File: config.mk
export PLATFORM = sky130hd
export DESIGN_NAME = opc3_boot_ctrl
export DESIGN_NICKNAME = d
export VERILOG_FILES = /design/src/rtl/opc3_pkg.sv /design/src/rtl/opc3_bus_mux.sv /design/src/rtl/opc3_boot_ctrl.sv
export SDC_FILE = /design/constraint.sdc
export NUM_CORES = 1
export LEC_CHECK = 0
export ABC_AREA = 0
export BUFFER_PORTS_ARGS = -buffer_cell sky130_fd_sc_hd__buf_4
export CAP_MARGIN = 10
export CORE_ASPECT_RATIO = 1.75
export CORE_MARGIN = 2
export CORE_UTILIZATION = 34
export CTS_CLUSTER_SIZE = 30
export DETAILED_ROUTE_END_ITERATION = 8
export GPL_TIMING_DRIVEN = 0
export PLACE_DENSITY = 0.63
export REMOVE_ABC_BUFFERS = 1
export SETUP_SLACK_MARGIN = 0.5
export SYNTH_ARGS = -nofsm -noshare
export SYNTH_HDL_FRONTEND = slang
export SYNTH_SLANG_ARGS = --single-unit
File: constraint.sdc
create_clock -name clk -period 2.83 [get_ports clk]
set_input_delay 0.283 -clock clk [delete_from_list [all_inputs] [get_ports clk]]
set_output_delay 0.283 -clock clk [all_outputs]
set_load 0.01 [all_outputs]
File: src/rtl/opc3_pkg.sv
// opc3_pkg: shared state encoding and frame constants for the OPC3 boot loader
package opc3_pkg;
  localparam int HDR_LEN = 4;
  localparam int CSUM_W = 8;
  typedef enum logic [3:0] {
    ADDR_H, ADDR_L, CNT_H, CNT_L, DATA_H, DATA_L, CSUM, RUN, ERR
  } state_e;
endpackage

File: src/rtl/opc3_bus_mux.sv
// opc3_bus_mux: hands the RAM port to the CPU in RUN, to the loader otherwise
module opc3_bus_mux (
  input  logic        run,
  input  logic [15:0] cpu_address,
  input  logic [15:0] cpu_wdata,
  input  logic        cpu_rnw,
  input  logic [15:0] ld_address,
  input  logic [15:0] ld_wdata,
  input  logic        ld_we,
  input  logic [15:0] mem_rdata,
  output logic [15:0] mem_address,
  output logic [15:0] mem_wdata,
  output logic        mem_we,
  output logic [15:0] cpu_rdata
);
  always_comb begin
    mem_address = run ? cpu_address : ld_address;
    mem_wdata   = run ? cpu_wdata : ld_wdata;
    mem_we      = run ? ~cpu_rnw : ld_we;
    cpu_rdata   = mem_rdata;
  end
endmodule

File: src/rtl/opc3_boot_ctrl.sv
// opc3_boot_ctrl: loads a checksummed byte frame into RAM, then releases the CPU
module opc3_boot_ctrl
  import opc3_pkg::*;
#(
  parameter bit CSUM_EN = 1'b1
) (
  input  logic        clk,
  input  logic        reset_b,
  input  logic        rx_valid,
  input  logic [7:0]  rx_data,
  output logic        rx_ready,
  input  logic [15:0] cpu_address,
  input  logic [15:0] cpu_wdata,
  input  logic        cpu_rnw,
  output logic [15:0] cpu_rdata,
  output logic        cpu_reset_b,
  output logic [15:0] mem_address,
  output logic [15:0] mem_wdata,
  output logic        mem_we,
  input  logic [15:0] mem_rdata,
  output logic        busy,
  output logic        done,
  output logic        err
);
  state_e              state_q;
  logic [15:0]         addr_q, cnt_q, wdata_q;
  logic [7:0]          hi_q;
  logic [CSUM_W-1:0]   csum_q;
  logic                we_q, cpu_reset_b_q, xfer, csum_ok;
  always_comb begin
    rx_ready    = state_q != RUN && state_q != ERR;
    xfer        = rx_valid & rx_ready;
    csum_ok     = !CSUM_EN || rx_data == csum_q;
    busy        = rx_ready | we_q;
    done        = state_q == RUN;
    err         = state_q == ERR;
    cpu_reset_b = cpu_reset_b_q;
  end
  always_ff @(posedge clk) begin
    if (!reset_b) begin
      state_q        <= ADDR_H;
      addr_q         <= '0;
      cnt_q          <= '0;
      wdata_q        <= '0;
      hi_q           <= '0;
      csum_q         <= '0;
      we_q           <= 1'b0;
      cpu_reset_b_q  <= 1'b0;
    end else begin
      we_q <= 1'b0;
      if (we_q) addr_q <= addr_q + 16'd1;
      if (xfer) begin
        csum_q <= csum_q ^ rx_data;
        case (state_q)
          ADDR_H: begin hi_q <= rx_data; state_q <= ADDR_L; end
          ADDR_L: begin addr_q <= {hi_q, rx_data}; state_q <= CNT_H; end
          CNT_H:  begin hi_q <= rx_data; state_q <= CNT_L; end
          CNT_L: begin
            cnt_q   <= {hi_q, rx_data};
            state_q <= {hi_q, rx_data} == 16'd0 ? CSUM : DATA_H;
          end
          DATA_H: begin hi_q <= rx_data; state_q <= DATA_L; end
          DATA_L: begin
            we_q    <= 1'b1;
            wdata_q <= {hi_q, rx_data};
            cnt_q   <= cnt_q - 16'd1;
            state_q <= cnt_q == 16'd1 ? CSUM : DATA_H;
          end
          CSUM: begin
            state_q       <= csum_ok ? RUN : ERR;
            cpu_reset_b_q <= csum_ok;
          end
          default: ;
        endcase
      end
    end
  end
  // reset_b gates the strobe so a write pending at reset never reaches RAM
  opc3_bus_mux u_mux (
    .run         (state_q == RUN),
    .cpu_address (cpu_address),
    .cpu_wdata   (cpu_wdata),
    .cpu_rnw     (cpu_rnw),
    .ld_address  (addr_q),
    .ld_wdata    (wdata_q),
    .ld_we       (we_q & reset_b),
    .mem_rdata   (mem_rdata),
    .mem_address (mem_address),
    .mem_wdata   (mem_wdata),
    .mem_we      (mem_we),
    .cpu_rdata   (cpu_rdata)
  );
endmodule

After elaboration in Yosys (flattened, before gate mapping) --
Cells that the tools add are included.
Operators by class: add/sub/neg operators 2, equal/unequal tests 12, muxes and demuxes 12, bitwise gates (word level) 5, reduce and logical (&&, ||, !) cells 12
Operators by type and width (number):
- $mux W16 | 5
- $pmux W16 S2 | 1
- $pmux W4 S7 | 1
- $add A16 B1 Y16 const B | 1
- $eq A16 B1 Y1 const B | 1
- $eq A4 B3 Y1 const B | 4
- $logic_not A16 Y1 | 1
- $sub A16 B1 Y16 const B | 1
- $reduce_and A2 Y1 | 6
- $eq A4 B2 Y1 const B | 2
- $eq A8 B8 Y1 | 1
- $xor A8 B8 Y8 | 1
- $reduce_bool A7 Y1 | 1
- $eq A4 B1 Y1 const B | 1
- $eq A4 B4 Y1 const B | 1
- $logic_not A4 Y1 | 1
- $mux W2 | 2
- $mux W4 | 1
- $ne A4 B3 Y1 const B | 1
- $ne A4 B4 Y1 const B | 1
- $reduce_or A3 Y1 | 1
- $and A1 B1 Y1 | 2
- $mux W1 | 2
- $reduce_bool A2 Y1 | 1
- 3 further kinds | 3
Word-level totals: bits in registers 70, output and inout port bits 54

Longest topological paths before layout --
word-level depth 4, mapped depth 8

Cells and area by module --
From an unflattened synthesis, not the netlist that was laid out.
Unflattened totals: cell total of the unflattened synthesis 494, area total of the unflattened synthesis 4126.5 sq um
By module, submodules not included:
- opc3_boot_ctrl | times used 1, cells an instance 440, area each 3452.1 sq um, sequential area each 1401.3 sq um
- opc3_bus_mux | times used 1, cells an instance 54, area each 674.4 sq um, sequential area each 0.0 sq um

Least setup slack after synthesis --
Ideal clock, no wire load.
kind reg2reg, start register cnt_q[8], end register state_q[1], library setup time 0.074 ns, arrival 1.950 ns, slack 0.806 ns, cell stages (with the launch flop) 6, path buffers 0, period minus slack after synthesis 2.024 ns, cell sequence dfxtp_1 > or4_4 > or2_4 > or3_4 > or3_1 > a31oi_1
Between the ends: word-level cells in the longest chain between the ends 3
Ends and longest elaborated chain:
- start, declared | line opc3_boot_ctrl.sv:26 | logic [15:0] addr_q, cnt_q, wdata_q;
- start signal, assigned | line opc3_boot_ctrl.sv:59 | cnt_q <= {hi_q, rx_data};
- start signal, assigned | line opc3_boot_ctrl.sv:66 | cnt_q <= cnt_q - 16'd1;
- $eq A16 B1 Y1 | line opc3_boot_ctrl.sv:67 | state_q <= cnt_q == 16'd1 ? CSUM : DATA_H;
- $mux W2 | line opc3_boot_ctrl.sv:67
- $pmux W4 S7 | line opc3_boot_ctrl.sv:54 | case (state_q)
- end signal, assigned | line opc3_boot_ctrl.sv:60 | state_q <= {hi_q, rx_data} == 16'd0 ? CSUM : DATA_H;
- end signal, assigned | line opc3_boot_ctrl.sv:67
- end signal, assigned | line opc3_boot_ctrl.sv:70 | state_q <= csum_ok ? RUN : ERR;
- end, declared | line opc3_boot_ctrl.sv:25 | state_e state_q;
Every way passes these cells. A chain may end at the register's enable or synchronous reset.

Worst setup path after layout --
Same ends and word-level chain as after synthesis.

==> results list <==
- Once the floorplan was initialized, standard cells occupied 34.60% of the core.
- The run finished, with violations left.
* Flop2flop setup slack: 0.67 ns
- Synth async-reset ratio: 0%
- The clock tree synthesis step divided the H-tree into 3 levels.
* Minimum period implied by the final worst setup slack: 2.162 ns
* Hold path cells: 3
- The number of hold violations in the final report came to 0.
- Worst setup slack after layout: 0.6679 ns
* Standard-cell row count: 52
- Fin Setup TNS: 0 ns
* Path type of the worst min-delay path: in2reg
- Power per Cell Area: 478.7 nW/µm²
* Main synth FF type: dfxtp_1
- Capture endpoint of the worst hold path: wdata_q[0]
- Peak Freq: 0.4625 GHz
- For this run, the post-layout net count is 656.
- The number of buffers and inverters on the critical path is 0.
- The worst pin sits at a relative slew slack of 36.29%.
- For this design, the CTS-stage hold fixing added 0 buffers.
- Buffer type at the clock tree root: clkbuf_16
- Max_cap viols: 0
- Sequential cells were found to cover 35.16% of the synthesized design area.
- Clock-pin slew was measured on the worst setup and hold paths at 0.05 ns.
- Height of the die: 147.2 µm
- Final setup skew: 0.003878 ns
* Antenna violations before repair: 0
- The total overflow left after global routing is 0.
- The max-slew violation total from the final report came to 0.
* GPL Wtd Cong: 0.8367
- Yosys reg bits: 70
* Setup slack after placement: -0.1902 ns
- The signal on the critical path passes through or4_4 > or2_4 > or3_4 > or3_1 > a31oi_1.
* Ant. Diodes: 0
- Fill cell instance count of the final layout: 1174
- For this run, the detailed router's first-pass iteration total came to 9.
- DRC violation count after routing: 2
* Required time worst endpoint: 3.08 ns
* Via count of the first global-routing pass: 3582
- Post-layout total power: 0.002283 W
- Global routing used 16.93% of the available tracks.
- Wire length of the first global-routing pass: 17.17 mm
- After detailed routing, the total wire length is 10.76 mm.
* Element type at the critical path end: flop
* Utilization of the core after routing: 41.41%
- The synthesized netlist occupies a cell area of 3985 µm².
- Cells with a size suffix above 1 make up 18.93% of the layout.
* Violated checks: DRC
- Clock latency reported for the late side of the worst-skew pair: 0.33 ns
- After detailed routing, the average wire length per cell comes to 14.70 µm.
* Clock tree from TritonCTS: built
* Cell count after synthesis: 557
- 114 I/O pins were placed.
- In this run the critical register-to-register path is captured at state_q[1].
- The setup path with the least slack is of type reg2reg.
* Worst reg2reg path depth: 5
* Sinks on Clock Net: 70
- IO Port Bufs: 81
- Across the whole layout, storage elements account for 1405 µm².
- In this run, synthesis inferred 0 flip-flops with an integrated enable.
- The region available for standard cell placement spans 11520 µm².
- In this run the mean area of a mapped cell was 7.155 µm².
- Maximum fanout count along the critical path: 7
- Part of the cycle the worst path needs: 76.40%
* Library cell contributing the largest single delay on the critical path: or4_4
* Remaining antenna violation count after routing: 0
- From synthesis to final layout, the design area changed by 19.65%.
* Longest Clk Path Bufs: 2
- CP Launch Type: flop
- The die covers 12640 µm².
- RSZ-0062 raised after global routing: no
- Min-delay src: rx_data[0]
- Measured along the x axis, the die boundary spans 85.84 µm.
* Number of synthesis warnings: 0
- The detailed router finished its first iteration with 215 violations.
* Number of vias after detailed routing: 3870
- Setup violations remaining at the end of the flow were counted as 0.
- Measured slew at the worst slew-check pin: 0.9534 ns
- Hpwl dp: 7.645 mm
- Multi-input gate area: 2280 µm²
* Pin count of the biggest net entering global routing: 52
* Critical Path AT: 2.41 ns
* Number of distinct library cells after synthesis: 57
- CTS buffer count: 9
- The kind of cell with the highest combined delay along the critical path is simple AND/OR/NAND/NOR gates.
* Leakage component of the power: 2.013 nW
- The startpoint identified for the worst register-to-register timing path is cnt_q[8].
* Worst IR drop on VDD: 329.4 µV
- Ratio of routed vias to standard cells: 5.287
- In this design, the stage delay of the slowest critical-path cell is 0.55 ns.
[sequential cells by signal, indices dropped and copies added (netlist names)]
register and cells:
addr_q 16, cnt_q 16, we_q 1, hi_q 8
state_q 4, cpu_reset_b 1, csum_q 8, wdata_q 16
[kinds of logic after synthesis]
family | synth area share, %
simple gates | 30.52
xor+xnor | 7.253
fa+ha+maj | 0.9420
compound gates | 15.54
mux | 2.512
buf+inv | 8.069
flops | 35.16
[cell usage after synthesis, drive strengths merged, types with 3 or more instances]
library cell | number | area share [%]
a211oi | 9 | 1.7
a21oi | 44 | 5.5
a31oi | 3 | 0.47
and2 | 3 | 0.47
and3 | 5 | 0.82
buf | 26 | 4.5
clkbuf | 33 | 3.1
dfxtp | 70 | 35
ha | 3 | 0.94
inv | 5 | 0.47
mux2i | 10 | 2.5
nand2 | 163 | 15
nand3 | 14 | 1.8
nand4 | 6 | 0.94
nor2 | 48 | 4.6
nor3 | 8 | 1.4
nor4 | 4 | 0.63
o211ai | 6 | 1.1
o21a | 4 | 0.75
o21ai | 27 | 3.4
or3 | 6 | 1.1
xnor2 | 19 | 4.2
xor2 | 14 | 3.1
[where the power goes]
| group | internal (W) | total [W] | switching (W) |
|---|---|---|---|
| Combinational | 0.000121 | 0.000241 | 0.000120 |
| Clock | 0.000585 | 0.000973 | 0.000388 |
| Sequential | 0.00102 | 0.00107 | 0.0000465 |
[worst reg2reg max path: cells and delay by family (launching register included)]
family          cells  cell delay, ns
simple gates        4            1.55
flops               1            0.37
compound gates      1            0.16
[layer usage]
layer / global-route usage, % / vias up / part of all wire, %
li1: - / 1928 / -
met1: 18.79 / 1797 / 40
met2: 29.88 / 122 / 51
met3: 3.989 / 23 / 5.6
met4: 7.937 / 0 / 3.2
met5: 0 / - / 0
[how the worst max path moves through the flow]
stage | start | end | slack, ns | depth (start not counted)
after floorplan | state_q[1] | busy | 0.07 | 4
after global placement | state_q[1] | busy | -0.71 | 5
after detailed placement | state_q[2] | wdata_q[14] | -0.19 | 4
after CTS | state_q[2] | busy | 0.35 | 6
after global routing | state_q[3] | busy | 0.53 | 4
final | cnt_q[8] | state_q[1] | 0.67 | 5
[what timing repair did]
action	CTS	global route
buffers inserted	1	1
gates resized for setup	5	5
setup endpoints to repair	56	34
pin swaps	1	0
[cell type report]
| type | count | share of cell area, % |
|---|---|---|
| multi-input cells | 423 | 47.81 |
| flip-flops and latches | 70 | 29.47 |
| repair buffers | 84 | 13.38 |
| clock buffers | 13 | 5.038 |
| well taps | 135 | 3.542 |
| inverters | 5 | 0.5510 |
| clock inverters | 2 | 0.2099 |
[cell usage in the layout (no fill, tap or decap), types with 6 or more instances in the layout]
| master | n |
|---|---|
| nand2_1 | 163 |
| buf_4 | 83 |
| dfxtp_1 | 67 |
| nor2_1 | 45 |
| a21oi_1 | 44 |
| o21ai_1 | 21 |
| xnor2_1 | 19 |
| xor2_1 | 14 |
| nand3_1 | 13 |
| mux2i_1 | 10 |
| a211oi_1 | 9 |
| clkbuf_16 | 9 |
| nand4_1 | 6 |
| nor3_1 | 6 |
| o21ai_0 | 6 |
| o211ai_1 | 6 |
[stage by stage]
stage | cell area (µm²) | hold slack (ns) | std cells
global route | 4768 | 0.2830 | 732
finish | 4768 | 0.2701 | 732
global placement | 4459 | 0.4502 | 714
CTS | 4752 | 0.2560 | 731
detailed placement | 4474 | 0.4488 | 715
floorplan | 3682 | 0.4005 | 498
No activity file was read; power rests on OpenSTA's default activity.
